## src/rtl/string_hw_pkg.sv

```systemverilog
// Shared types for the String_HW engine and its job scheduler.
package string_hw_pkg;

  localparam int STR_WORD_W  = 32;
  localparam int STR_FIELD_W = 3;

  typedef struct packed {
    logic [STR_WORD_W-1:0]  a;
    logic [STR_WORD_W-1:0]  b;
    logic [STR_FIELD_W-1:0] index;
    logic [STR_FIELD_W-1:0] length;
  } str_job_t;

  typedef enum logic [1:0] {
    ST_IDLE  = 2'd0,
    ST_RUN   = 2'd1,
    ST_RESP  = 2'd2,
    ST_DRAIN = 2'd3
  } sched_state_e;

endpackage

```

## src/rtl/string_job_scheduler_if.sv

```systemverilog
// Requester, response and engine signals of the job scheduler.
// slave: scheduler side; master: requesters plus engine side.
interface string_job_scheduler_if #(parameter int NREQ = 2);
  import string_hw_pkg::*;

  logic [NREQ-1:0]                  req_valid;
  logic [NREQ-1:0]                  req_ready;
  logic [NREQ-1:0][STR_WORD_W-1:0]  req_a;
  logic [NREQ-1:0][STR_WORD_W-1:0]  req_b;
  logic [NREQ-1:0][STR_FIELD_W-1:0] req_index;
  logic [NREQ-1:0][STR_FIELD_W-1:0] req_length;
  logic [NREQ-1:0]                  rsp_valid;
  logic [NREQ-1:0]                  rsp_ready;
  logic [STR_WORD_W-1:0]            rsp_result;
  logic                             rsp_timeout;
  logic                             eng_go;
  logic [STR_WORD_W-1:0]            eng_a;
  logic [STR_WORD_W-1:0]            eng_b;
  logic [STR_FIELD_W-1:0]           eng_index;
  logic [STR_FIELD_W-1:0]           eng_length;
  logic                             eng_done;
  logic [STR_WORD_W-1:0]            eng_result;

  modport slave (
    input  req_valid, req_a, req_b, req_index, req_length, rsp_ready, eng_done, eng_result,
    output req_ready, rsp_valid, rsp_result, rsp_timeout, eng_go, eng_a, eng_b, eng_index, eng_length
  );

  modport master (
    output req_valid, req_a, req_b, req_index, req_length, rsp_ready, eng_done, eng_result,
    input  req_ready, rsp_valid, rsp_result, rsp_timeout, eng_go, eng_a, eng_b, eng_index, eng_length
  );

endinterface

```

## src/rtl/string_rr_arbiter.sv

```systemverilog
// Combinational round-robin arbiter: search starts one past last_grant_i.
module string_rr_arbiter #(
  parameter int NREQ = 2
) (
  input  logic [NREQ-1:0]         req_i,
  input  logic [$clog2(NREQ)-1:0] last_grant_i,
  output logic [NREQ-1:0]         gnt_o,
  output logic [$clog2(NREQ)-1:0] gnt_idx_o,
  output logic                    gnt_valid_o
);

  localparam int IDX_W = $clog2(NREQ);

  logic [IDX_W-1:0] cand_s;

  // Walk candidates farthest-first so the nearest requester after last_grant_i wins.
  always_comb begin
    gnt_o       = '0;
    gnt_idx_o   = '0;
    gnt_valid_o = 1'b0;
    cand_s      = '0;
    for (int off = NREQ; off >= 1; off--) begin
      cand_s = IDX_W'((int'(last_grant_i) + off) % NREQ);
      if (req_i[cand_s]) begin
        gnt_o         = '0;
        gnt_o[cand_s] = 1'b1;
        gnt_idx_o     = cand_s;
        gnt_valid_o   = 1'b1;
      end else begin
        gnt_valid_o = gnt_valid_o;
      end
    end
  end

endmodule

```

## src/rtl/string_job_scheduler.sv

```systemverilog
// Shares one String_HW engine between NREQ requesters, round-robin.
// Optional RUN watchdog: define STRSCHED_TIMEOUT_EN.
module string_job_scheduler
  import string_hw_pkg::*;
#(
  parameter int NREQ           = 2,
  parameter int TIMEOUT_CYCLES = 255
) (
  input  logic                   clk,
  input  logic                   reset,
  string_job_scheduler_if.slave  sif
);

  localparam int IDX_W = $clog2(NREQ);

  sched_state_e     state_q, state_d;
  logic [IDX_W-1:0] last_grant_q, last_grant_d;
  logic [IDX_W-1:0] grant_q, grant_d;
  str_job_t         job_q, job_d;
  logic [STR_WORD_W-1:0] result_q, result_d;
  logic             timeout_q, timeout_d;

  logic [NREQ-1:0]  arb_gnt_s;
  logic [IDX_W-1:0] arb_idx_s;
  logic             arb_any_s;
  logic             timeout_hit_s;
  logic [NREQ-1:0]  req_ready_s;
  logic [NREQ-1:0]  rsp_valid_s;
  logic             eng_go_s;

  string_rr_arbiter #(.NREQ(NREQ)) u_arb (
    .req_i       (sif.req_valid),
    .last_grant_i(last_grant_q),
    .gnt_o       (arb_gnt_s),
    .gnt_idx_o   (arb_idx_s),
    .gnt_valid_o (arb_any_s)
  );

`ifdef STRSCHED_TIMEOUT_EN
  localparam logic [15:0] TLIMIT = 16'(TIMEOUT_CYCLES - 1);
  logic [15:0] tcnt_q, tcnt_d;

  // RUN-cycle counter; held at zero outside RUN so it is clear on entry.
  always_comb begin
    tcnt_d = 16'd0;
    if (state_q == ST_RUN) tcnt_d = tcnt_q + 16'd1;
    else                   tcnt_d = 16'd0;
  end

  // Counter register.
  always_ff @(posedge clk or posedge reset) begin
    if (reset) tcnt_q <= 16'd0;
    else       tcnt_q <= tcnt_d;
  end

  assign timeout_hit_s = (state_q == ST_RUN) && (tcnt_q == TLIMIT);
`else
  // Without the watchdog RUN waits forever; the limit parameter is inert.
  assign timeout_hit_s = (TIMEOUT_CYCLES < 0);
`endif

  // Next-state, job latch and handshake outputs.
  always_comb begin
    state_d      = state_q;
    last_grant_d = last_grant_q;
    grant_d      = grant_q;
    job_d        = job_q;
    result_d     = result_q;
    timeout_d    = timeout_q;
    req_ready_s  = '0;
    rsp_valid_s  = '0;
    eng_go_s     = 1'b0;
    case (state_q)
      ST_IDLE: begin
        if (!reset) req_ready_s = arb_gnt_s;
        else        req_ready_s = '0;
        if (arb_any_s) begin
          job_d.a      = sif.req_a[arb_idx_s];
          job_d.b      = sif.req_b[arb_idx_s];
          job_d.index  = sif.req_index[arb_idx_s];
          job_d.length = sif.req_length[arb_idx_s];
          grant_d      = arb_idx_s;
          last_grant_d = arb_idx_s;
          state_d      = ST_RUN;
        end else begin
          state_d = ST_IDLE;
        end
      end
      ST_RUN: begin
        eng_go_s = 1'b1;
        // A done arriving on the limit cycle takes precedence over the abort.
        if (sif.eng_done) begin
          result_d  = sif.eng_result;
          timeout_d = 1'b0;
          state_d   = ST_RESP;
        end else if (timeout_hit_s) begin
          result_d  = '0;
          timeout_d = 1'b1;
          state_d   = ST_RESP;
        end else begin
          state_d = ST_RUN;
        end
      end
      ST_RESP: begin
        rsp_valid_s[grant_q] = 1'b1;
        if (sif.rsp_ready[grant_q]) state_d = ST_DRAIN;
        else                        state_d = ST_RESP;
      end
      ST_DRAIN: begin
        // Wait for the engine to drop done so the next go is a clean rising level.
        if (!sif.eng_done) state_d = ST_IDLE;
        else               state_d = ST_DRAIN;
      end
      default: begin
        state_d = ST_IDLE;
      end
    endcase
  end

  // State and datapath registers.
  always_ff @(posedge clk or posedge reset) begin
    if (reset) begin
      state_q      <= ST_IDLE;
      last_grant_q <= IDX_W'(NREQ - 1);
      grant_q      <= '0;
      job_q        <= '0;
      result_q     <= '0;
      timeout_q    <= 1'b0;
    end else begin
      state_q      <= state_d;
      last_grant_q <= last_grant_d;
      grant_q      <= grant_d;
      job_q        <= job_d;
      result_q     <= result_d;
      timeout_q    <= timeout_d;
    end
  end

  assign sif.req_ready   = req_ready_s;
  assign sif.rsp_valid   = rsp_valid_s;
  assign sif.eng_go      = eng_go_s;
  assign sif.rsp_result  = result_q;
  assign sif.rsp_timeout = timeout_q;
  assign sif.eng_a       = job_q.a;
  assign sif.eng_b       = job_q.b;
  assign sif.eng_index   = job_q.index;
  assign sif.eng_length  = job_q.length;

endmodule

```

## src/flat_wrapper.sv

```systemverilog
// flat-port wrapper written by rule: the top's interface ports become plain ports
module string_job_scheduler_flat import string_hw_pkg::*;
#(
  parameter int NREQ           = 2,
  parameter int TIMEOUT_CYCLES = 255
)
  (clk, reset, sif_req_valid, sif_req_a, sif_req_b, sif_req_index, sif_req_length, sif_rsp_ready, sif_eng_done, sif_eng_result, sif_req_ready, sif_rsp_valid, sif_rsp_result, sif_rsp_timeout, sif_eng_go, sif_eng_a, sif_eng_b, sif_eng_index, sif_eng_length);
  string_job_scheduler_if #(.NREQ(NREQ)) sif_i ();
  input  logic clk;
  input  logic reset;
  input wire logic [$bits(sif_i.req_valid)-1:0] sif_req_valid;
  input wire logic [$bits(sif_i.req_a)-1:0] sif_req_a;
  input wire logic [$bits(sif_i.req_b)-1:0] sif_req_b;
  input wire logic [$bits(sif_i.req_index)-1:0] sif_req_index;
  input wire logic [$bits(sif_i.req_length)-1:0] sif_req_length;
  input wire logic [$bits(sif_i.rsp_ready)-1:0] sif_rsp_ready;
  input wire logic [$bits(sif_i.eng_done)-1:0] sif_eng_done;
  input wire logic [$bits(sif_i.eng_result)-1:0] sif_eng_result;
  output wire logic [$bits(sif_i.req_ready)-1:0] sif_req_ready;
  output wire logic [$bits(sif_i.rsp_valid)-1:0] sif_rsp_valid;
  output wire logic [$bits(sif_i.rsp_result)-1:0] sif_rsp_result;
  output wire logic [$bits(sif_i.rsp_timeout)-1:0] sif_rsp_timeout;
  output wire logic [$bits(sif_i.eng_go)-1:0] sif_eng_go;
  output wire logic [$bits(sif_i.eng_a)-1:0] sif_eng_a;
  output wire logic [$bits(sif_i.eng_b)-1:0] sif_eng_b;
  output wire logic [$bits(sif_i.eng_index)-1:0] sif_eng_index;
  output wire logic [$bits(sif_i.eng_length)-1:0] sif_eng_length;
  assign sif_i.req_valid = sif_req_valid;
  assign sif_i.req_a = sif_req_a;
  assign sif_i.req_b = sif_req_b;
  assign sif_i.req_index = sif_req_index;
  assign sif_i.req_length = sif_req_length;
  assign sif_i.rsp_ready = sif_rsp_ready;
  assign sif_i.eng_done = sif_eng_done;
  assign sif_i.eng_result = sif_eng_result;
  assign sif_req_ready = sif_i.req_ready;
  assign sif_rsp_valid = sif_i.rsp_valid;
  assign sif_rsp_result = sif_i.rsp_result;
  assign sif_rsp_timeout = sif_i.rsp_timeout;
  assign sif_eng_go = sif_i.eng_go;
  assign sif_eng_a = sif_i.eng_a;
  assign sif_eng_b = sif_i.eng_b;
  assign sif_eng_index = sif_i.eng_index;
  assign sif_eng_length = sif_i.eng_length;
  string_job_scheduler #(.NREQ(NREQ), .TIMEOUT_CYCLES(TIMEOUT_CYCLES)) u_core (.clk(clk), .reset(reset), .sif(sif_i));
endmodule
```

## config.mk

```make
export PLATFORM = sky130hd
export DESIGN_NAME = string_job_scheduler_flat
export DESIGN_NICKNAME = d
export VERILOG_FILES = /design/src/rtl/string_hw_pkg.sv /design/src/rtl/string_job_scheduler_if.sv /design/src/rtl/string_rr_arbiter.sv /design/src/rtl/string_job_scheduler.sv /design/src/flat_wrapper.sv
export SDC_FILE = /design/constraint.sdc
export NUM_CORES = 1
export LEC_CHECK = 0
export ABC_CLOCK_PERIOD_IN_PS = 7210
export BUFFER_PORTS_ARGS = -buffer_cell sky130_fd_sc_hd__buf_2
export CORE_AREA = 2 2 112 114
export CTS_BUF_LIST = sky130_fd_sc_hd__clkbuf_4 sky130_fd_sc_hd__clkbuf_8
export CTS_CLUSTER_DIAMETER = 30
export DETAILED_ROUTE_END_ITERATION = 10
export DIE_AREA = 0 0 114 116
export PLACE_DENSITY = 0.78
export SLEW_MARGIN = 10
export SYNTH_ARGS = -nofsm -noshare
export SYNTH_HDL_FRONTEND = slang
export SYNTH_SLANG_ARGS = --single-unit
export TNS_END_PERCENT = 1
```

## constraint.sdc

```tcl
create_clock -name clk -period 7.21 [get_ports clk]
set_input_delay 2.163 -clock clk [delete_from_list [all_inputs] [get_ports clk]]
set_output_delay 2.163 -clock clk [all_outputs]
set_load 0.02 [all_outputs]
```

After elaboration in Yosys (flattened, before gate mapping)
Index checks and enable logic that the tools add are counted.
{"block": "op_classes", "n_lt_le_gt_ge": 7, "reduce_logical": 6, "n_mux": 35, "add_sub_neg": 2, "n_eq_ne": 3}
{"op": "two-way mux 32 bit", "count": 4}
{"op": "two-way mux 1 bit", "count": 16}
{"op": "two-way mux 2 bit", "count": 7}
{"op": "two-way mux 3 bit", "count": 4}
{"op": "< comparator 1 x 2 -> 1 bit (second input constant)", "count": 4}
{"op": "case mux 2 bit (4 select lines)", "count": 1}
{"op": "== test 2 bit (second input constant)", "count": 2}
{"op": "AND reduction 2 bit", "count": 2}
{"op": "demux 1 bit (select 1 bit)", "count": 3}
{"op": ">= comparator 1 bit (second input constant)", "count": 3}
{"op": "logical AND 1 bit", "count": 3}
{"op": "adder 1 bit (second input constant)", "count": 2}
{"op": "== test 2 x 1 -> 1 bit (second input constant)", "count": 1}
{"op": "zero test 2 bit", "count": 1}
{"block": "word_totals", "in_bits": 179, "out_inout_bits": 108, "register_bits": 106, "word_cells": 61}

Depth between registers and ports, before layout
{"block": "logic_depth", "depth_word": 9, "mapped_depth": 5}

Cells and area by module
A second synthesis with hierarchy kept.
{"block": "hier_totals", "cells_unflattened": 401, "hier_area_um2": 4650.7}
{"mod": "string_job_scheduler", "area_per_inst_um2": 4618.2, "seq_area_each_um2": 2653.8, "instances": 1, "cells_each": 396}
{"mod": "string_rr_arbiter", "area_per_inst_um2": 32.5, "seq_area_each_um2": 0.0, "instances": 1, "cells_each": 5}

Worst setup path before layout
No wires, ideal clock.
{"block": "synth_timing", "path_type": "input to output", "start": "in reset", "end": "out sif_req_ready[0]", "arrival_time_ns": 4.927, "path_buffers": 0, "slack_ns": 0.120, "path_stages": 2, "t_required_ns": 5.047, "path_cell_list": "inv_1 o2111a_1"}
{"block": "synth_via", "elab_chain_len": 2}
{"element": "start: declaration", "line": "flat_wrapper.sv:10", "source": "input logic reset;"}
{"element": "two-way mux 2 bit", "line": "string_job_scheduler.sv:75", "source": "if (!reset) req_ready_s = arb_gnt_s;"}
{"element": "two-way mux 2 bit", "line": "string_job_scheduler.sv:73", "source": "case (state_q)"}
{"element": "end: declaration", "line": "flat_wrapper.sv:19", "source": "output wire logic [$bits(sif_i.req_ready)-1:0] sif_req_ready;"}
No other way between the ends.

Worst setup path after layout
{"block": "layout_timing", "start": "in sif_req_valid[1]", "end": "out sif_req_ready[1]"}
{"block": "layout_via", "elab_chain_len": 6, "elab_cells_between_ends": 8}
{"element": "start: declaration", "line": "flat_wrapper.sv:11", "source": "input wire logic [$bits(sif_i.req_valid)-1:0] sif_req_valid;"}
{"element": "two-way mux 1 bit (not written as such) (2 in a row)", "line": "string_rr_arbiter.sv:24", "source": "if (req_i[cand_s]) begin"}
{"element": "two-way mux 2 bit", "line": "string_rr_arbiter.sv:24"}
{"element": "two-way mux 2 bit *", "line": "string_rr_arbiter.sv:24"}
{"element": "two-way mux 2 bit *", "line": "string_job_scheduler.sv:75"}
{"element": "two-way mux 2 bit *", "line": "string_job_scheduler.sv:73"}
Every way passes the cells marked *; elsewhere a longest branch is shown, timed or not. The select of a mux whose other input is x is not followed.

==> out/qor.csv <==
metric,value,unit
outcome,finished clean,
vias per cell,4.80,
post-synth top area share,51.1,%
input/output buffers,285,
cts repair resizes,0,
first-pass GRT wire length,17.7,mm
ANT cells,0,
Overall Power,2.86,mW
"CTS clk-pin slew, worst paths",90,ps
Synthesis Warnings,0,
worst hold path class,register to register,
final std cells w/o fill,752,
Residual DRC,0,
crit share post-route,71.9,%
largest net degree at the start of global routing,60,
DP HPWL,8.97,mm
Hold Slack,506,ps
post-route minimum period,5190,ps
cts bufs inserted,9,
fin nets,779,
TritonCTS Sinks,106,
Yosys cell types,27,
Area Overhead vs Synth,33.0,%
total negative slack,0,ps
post-route setup slack,2020,ps
placer congestion estimate,0.777,
"worst slack, placed",2020,ps
Area contributors post-synth,"dfrtp_1 (51%), mux2_2 (23%), mux2_4 (20%)",
Seq cells post-synth,106,
most frequent cells in the layout,"buf_2 (285), mux2_2 (105), dfrtp_1 (105)",
Max-Cap Viols,0,
GRT Total Usage,16.8,%
Final Cell Area,6840,um2
measured slew at the worst slew-check pin,1050,ps
vias in the first global route,3667,
Clock Path Buffers,2,
CTS HTree Levels,3,
Setup crit end kind,output port,
crit path max fanout,14,
critical path class,input port to output port,
TritonRoute pass-1 iters,4,
RSZ-0062 raised after global routing,false,
final setup fails,0,
root buf cell,clkbuf_8,
Layout Utilization,57.4,%
DR WL/cell,15.4,um
leakage power,3.59,nW
nature of the critical path startpoint,input port,
CTS tree,yes,
setup bufs post-CTS,0,
Fill cells,976,
Ports,287,
Mapped Cells,320,
Die Wd,114,um
syn avg cell area,16.1,um2
Area after DPL,6650,um2
post-route antenna net violation count,0,
fin. max-slew vios,0,
Slew HR,29.8,%
pwr/cell area,418,nW/um2
area of the multi-input gates,2340,um2
placed cells,736,
hold buffers post-CTS,0,
sequential element share of the synthesized area,51.6,%
VDD IR max,193,uV
register area,2650,um2
"commonest non-fill, non-tap cell in the layout",buf_2,
Initial Util,43.2,%
clock skew,15.6,ps
Rows,40,
Post-Syn Area,5140,um2
Die Footprint,13200,um2
FMAX,0.193,GHz
top cell type by total area after synthesis,dfrtp_1,
vias after detailed routing,3612,
die height,116,um
syn nets,499,
core area,11900,um2
worst path arrival time,3020,ps
final hold vios,0,
antenna violations before repair,0,
total gr overflow,0,
Skew-Pair Late Insertion Delay,370,ps
Iter 0 DRT Violations,118,
Routed WL,11.6,mm
CP Data Required Time,5050,ps
layout cell share with drive strength beyond 1,79.8,%
## synth_stat cells, drive strengths merged
cell type	n
conb	1
xnor2	1
a21o	1
buf	19
nor3	1
o2111a	1
nor3b	1
and3b	1
a31oi	1
dfstp	1
nor2	1
nand2	1
inv	2
nor2b	1
mux2	173
o21ai	1
clkbuf	2
a22oi	1
dfrtp	105
a21bo	1
nor4	1
a21oi	1
nand3	1
nand3b	1
## path summary, 6_finish.rpt
check                                          start                        to  slack, ps  cells past startpoint
max in group asynchronous                      reset      u_core.sif.eng_a[13]       4070                      4
worst max-delay path                sif_req_valid[1]          sif_req_ready[1]       2020                      4
worst min register to register  u_core.sif.eng_a[17]      u_core.sif.eng_a[17]        510                      1
min in group asynchronous                      reset       u_core.sif.eng_a[2]       1980                      3
worst min-delay path            u_core.sif.eng_a[17]      u_core.sif.eng_a[17]        510                      1
worst max register to register   u_core.last_grant_q  u_core.sif.eng_length[0]       4660                      4
## registers in the layout, summed over array words and instances, names as in the netlist, named ones only
signal                 count
u_core.sif.rsp_result     32
u_core.sif.eng_length      3
u_core.sif.eng_b          32
u_core.grant_q             1
u_core.last_grant_q        1
u_core.sif.eng_a          32
u_core.sif.eng_index       3
u_core.state_q             1
## worst max-delay path, cell delays in order
cell	delay, ps
buf_2	140
a21bo_4	330
nor4_1	190
buf_2	210
## power by group
part           switching [mW]  internal [mW]
Combinational           0.777          0.674
Sequential              0.156          0.904
Clock                   0.214          0.133
## area by class of cell
| cell class | instances | area share, % |
|---|---|---|
| clock buffer | 9 | 1.81 |
| clock inverter | 7 | 0.915 |
| inverter | 2 | 0.146 |
| multi-input combinational | 191 | 34.2 |
| sequential | 106 | 38.8 |
| tap | 147 | 2.69 |
| timing repair buffer | 290 | 21.4 |
## kinds of logic after synthesis
family,synth area share (%)
AOI/OAI and AO/OA,1.10
xor gates and xnor gates,0.170
DFF,51.6
buffers and inverters,3.16
other,0.0729
muxes,42.8
and+or+nand+nor,1.05
## per-layer routing
layer,share of wire [%],GRT usage (%),vias up
li1,-,-,1702
met1,40,20.3,1721
met2,52,29.6,172
met3,7.1,3.61,17
met4,1.8,6.59,0
met5,0,0,-
Power figures use the tool's default switching activity.
